<file path="src/rtl/pipe_stage_reg.sv">
// Generic elastic pipeline stage register with valid/ready handshake,
// flush-to-bubble and an optional one-entry skid buffer.
module pipe_stage_reg #(
  parameter int              DW      = 128,
  parameter int              SKID    = 0,
  parameter logic [DW-1:0]   NOP_VAL = '0
) (
  input  logic          CLK,
  input  logic          nRST,
  input  logic          in_valid,
  output logic          in_ready,
  input  logic [DW-1:0] in_data,
  output logic          out_valid,
  input  logic          out_ready,
  output logic [DW-1:0] out_data,
  input  logic          flush,
  output logic [1:0]    occ
);

  localparam logic [1:0] EMPTY   = 2'd0;
  localparam logic [1:0] FULL    = 2'd1;
  localparam logic [1:0] SKIDDED = 2'd2;

  logic [1:0]    state;
  logic [1:0]    state_n;
  logic [DW-1:0] main_q;
  logic [DW-1:0] main_n;
  logic [DW-1:0] skid_q;
  logic [DW-1:0] skid_n;
  logic          rdy_q;
  logic          xin;
  logic          xout;

  assign out_valid = (state != EMPTY);
  assign out_data  = out_valid ? main_q : NOP_VAL;
  assign occ       = state;

  // With SKID=1 the ready flag is a flop, so out_ready never reaches in_ready.
  assign in_ready = (SKID != 0) ? rdy_q : (!out_valid || out_ready);

  assign xin  = in_valid && in_ready;
  assign xout = out_valid && out_ready;

  always_comb begin
    state_n = state;
    main_n  = main_q;
    skid_n  = skid_q;
    case (state)
      EMPTY: begin
        if (xin) begin
          state_n = FULL;
          main_n  = in_data;
        end
      end
      FULL: begin
        // Only reachable with a skid register: SKID=0 blocks in without out.
        if (xin && !xout) begin
          state_n = SKIDDED;
          skid_n  = in_data;
        end else if (xin) begin
          main_n = in_data;
        end else if (xout) begin
          state_n = EMPTY;
        end
      end
      SKIDDED: begin
        if (xout) begin
          state_n = FULL;
          main_n  = skid_q;
        end
      end
      default: state_n = EMPTY;
    endcase
  end

  always_ff @(posedge CLK) begin
    if (!nRST || flush) begin
      state  <= EMPTY;
      main_q <= NOP_VAL;
      skid_q <= NOP_VAL;
      rdy_q  <= 1'b1;
    end else begin
      state  <= state_n;
      main_q <= main_n;
      skid_q <= skid_n;
      rdy_q  <= (state_n != SKIDDED);
    end
  end

endmodule

</file>
<file path="config.mk">
export PLATFORM = sky130hd
export DESIGN_NAME = pipe_stage_reg
export DESIGN_NICKNAME = d
export VERILOG_FILES = /design/src/rtl/pipe_stage_reg.sv
export SDC_FILE = /design/constraint.sdc
export NUM_CORES = 1
export LEC_CHECK = 0
export ABC_AREA = 1
export CORE_ASPECT_RATIO = 2
export CORE_MARGIN = 1.5
export CORE_UTILIZATION = 50
export CTS_BUF_LIST = sky130_fd_sc_hd__clkbuf_16
export DETAILED_ROUTE_END_ITERATION = 6
export PLACE_DENSITY_LB_ADDON = 0.12
export SLEW_MARGIN = 20
export SYNTH_ARGS = -nofsm -noshare
export SYNTH_HDL_FRONTEND = slang
export SYNTH_SLANG_ARGS = --single-unit
export TNS_END_PERCENT = 20
</file>
<file path="constraint.sdc">
create_clock -name CLK -period 1.9 [get_ports CLK]
set_input_delay 0.57 -clock CLK [delete_from_list [all_inputs] [get_ports CLK]]
set_output_delay 0.57 -clock CLK [all_outputs]
set_load 0.05 [all_outputs]
</file>
==> impl_metrics.yaml <==
outcome:
  run_status: "finished, violations left"
  violations: "negative setup slack"
global_routing:
  overflow: 0
  track_usage_pct: 25.1
  grt_pass1_wl_mm: 46.0
  gr-usage-met1_pct: 27.9
  antenna_found_initial: 0
  use_met2_pct: 46.3
  grt_max_degree: 102
  use_met3_pct: 3.68
  grt_pass1_vias: 9974
  top_usage_layer: "met2"
sta:
  setup_slack_ns: -0.319
  max-slew-margin-rel_pct: 73.4
  rsz0062_at_grt: "true"
  timing.final.hold_violations: 0
  fin_crit_sh_pct: 117
  worstMarginPinSlew_ns: 0.399
  slew_viol_final: 0
  whs_ns: 0.428
  fin_crit_ns: 2.22
  setup_violations: 130
  fmax_mhz: 451
  finClkSkew_ns: 0.0160
synth:
  syn-instance-count: 1655
  synth_area_sq_mm: 0.0107
  synth.largest_area_cell: "dfxtp_1"
  synthTopCellsByCount: "nor2_1 (513), nand2_1 (387), inv_1 (261), dfxtp_1 (258), o21ai_0 (127)"
  postSynth.asyncResetShare_pct: 0
  synth_area_leaders: "dfxtp_1 (48%), nor2_1 (18%), nand2_1 (14%)"
  syn_nets: 1788
  syn_area_per_cell_sq_um: 6.48
  synth_ff_type: "dfxtp_1"
  synth_cell_types: 16
  ys_seq_elements: 258
  yosysSeqAreaShare_pct: 48.2
  netlist.area_leader.share_pct: 48.2
  yosysWarnings: 0
  synth_most_common_cell: "nor2_1"
  synth-edff-count: 0
critical_path:
  cp.depth: 5
  ff2ff_path_depth: 9
  r2r_start: "occ[0]"
  path_delay_family: "buffers and inverters"
  max_stage_delay_ns: 0.35
  crit_arrival_ns: 1.65
  crit_start: "occ[1]"
  r2r_setup_slack_ns: 0.29
  crit_end: "out_data[68]"
  path_cells: "nor2_4, buf_12, buf_12, nor2_1, buf_6"
  crit_path_end_kind: "output port"
  worstReg2RegEnd: "main_q[35]"
  crit_path_max_fanout: 21
  startpoint_type: "flip-flop"
  path_buf_inv: 3
  cp.required_ns: 1.33
  slowest_stage: "dfxtp_4"
  critPathMostFrequentCell: "buf_12"
  path_class: "reg2out"
place:
  place_hpwl_mm: 18.4
  pre_cts_slack_ns: -0.0993
  gp_congestion: 0.819
  portBuffers: 264
  postPlaceCellArea_sq_mm: 0.0139
pwr:
  switching_share_pct: 24.4
  power_switching_w: 0.00290
  p_per_area_mw_per_mm2: 767
  power_frac_comb_pct: 13.1
  p_leak_nw: 6.69
  max-vdd-ir-drop_mv: 0.809
  seq_power_share_pct: 46.8
  cell_internal_pwr_w: 0.00897
  clockPowerShare_pct: 40.1
clocking:
  numCtsBuffers: 23
  holdBufCountCts: 0
  clk_latency_ns: 0.51
  path_clk_slew_ns: 0.07
  clock-sinks: 258
  clock_tree.buffer_depth: 3
  cts_tree: "built"
  cts_root_buf: "clkbuf_16"
  htree_num_levels: 1
floorplan:
  die_height_um: 210
  core_area_sq_mm: 0.0210
  start_util_pct: 51.0
  io_pins: 265
  die_width_um: 107
  fp-row-count: 75
  die-area_sq_mm: 0.0224
finish:
  fin_area_sq_mm: 0.0155
  drive_above_1_share_pct: 15.8
  areaGrowthSynthToFinish_pct: 44.4
  final_net_count: 2033
  antennaDiodeCount: 0
drt:
  drc_errors: 0
  dr.pass1.iters: 6
  routedWlPerCell_um: 13.0
  totalWireLength_mm: 28.5
  vias_per_cell: 4.68
  drt_iter0_markers: 472
  ant_nets: 0
  vias: 10200
worst_hold_path:
  worst_hold_path_type: "reg2reg"
flow_run:
  cap_viol_max_count: 0
-- logic make-up (layout without fill, tap and decap cells) --
group                  Yosys count  count (layout)  share of synthesized area (%)
AOI/OAI and AO/OA              131             131                           6.16
DFF                            258             258                           48.2
buffers and inverters          361             621                           13.9
and+or+nand+nor                905             905                           31.8
-- timing repair --
action,in CTS,in global routing
pin swaps,3,4
cloned,3,4
endpoints found under the setup margin,130,130
setup buffers,3,0
resized for setup,151,28
-- final cells by class --
| cell class | count | area [sq um] |
|---|---|---|
| clock buffers | 23 | 576 |
| well taps | 269 | 337 |
| clock inverters | 17 | 181 |
| inverters | 263 | 990 |
| fillers | 1685 | 5540 |
| repair buffers | 318 | 3670 |
| multi-input cells | 1036 | 4550 |
| flip-flops and latches | 258 | 5170 |
-- worst min-delay path by stage --
stage                       end  cells after the start  slack [ns]   startpoint
floorplan             skid_q[0]                      2        0.41    skid_q[0]
global placement     skid_q[94]                      2        0.42   skid_q[94]
detailed placement  skid_q[103]                      2        0.42  skid_q[103]
CTS                  skid_q[47]                      2        0.43   skid_q[47]
global route         skid_q[78]                      2        0.44   skid_q[78]
finish               skid_q[58]                      2        0.43   skid_q[58]
-- placed cells by master, fill, tap and decap left out, drive strengths merged --
cell             n
a21oi            1
buf            182
clkinvlp         1
nor3             1
nor2           514
bufinv           4
clkdlybuf4s50  132
nand2          390
clkinv          12
inv            263
clkbuf          27
o21ai          128
o211ai           2
dfxtp          258
-- routing by layer --
| layer | vias to the layer above | routed length, um | share of wire, % |
|---|---|---|---|
| met1 | 4632 | 11100 | 39 |
| met5 | - | 0 | 0 |
| met2 | 259 | 14600 | 51 |
| met3 | 77 | 1420 | 5.0 |
| li1 | 5257 | - | - |
| met4 | 0 | 1370 | 4.8 |
-- worst reg2reg max path, stage by stage, from the launching register on --
cell and delay, ns:
dfxtp_4 0.36, buf_4 0.12, inv_2 0.06, nand2_8 0.13, nand2_1 0.15, nand2_8 0.22, buf_12 0.24, nand2_1 0.10
nand2_1 0.08, nor2_1 0.05
-- through the flow --
step | setup TNS (ns) | cells | total power, W | utilization, %
2_1_floorplan | -15.90 | 1655 | 0.00651 | -
3_3_place_gp | -2.37 | 2134 | 0.00708 | 65.9
3_5_place_dp | -5.71 | 2134 | 0.00711 | 65.9
4_1_cts | -36.34 | 2180 | 0.0119 | 72.7
5_1_grt | -43.48 | 2184 | 0.0123 | 73.7
6_report | -36.87 | 2184 | 0.0119 | 73.7
-- sequential cells by signal, summed over array words and instances (netlist names) --
register and count:
main_q 128, occ 2, skid_q 128
-- power groups by stage --
stage / sequential [W] / clock, W / combinational (W)
global placement: 0.00568 / 0 / 0.00140
detailed placement: 0.00568 / 0 / 0.00142
global route: 0.00557 / 0.00507 / 0.00171
finish: 0.00556 / 0.00476 / 0.00156
CTS: 0.00556 / 0.00486 / 0.00152
floorplan: 0.00568 / 0 / 0.000834
(Power assumes the default switching activity.)
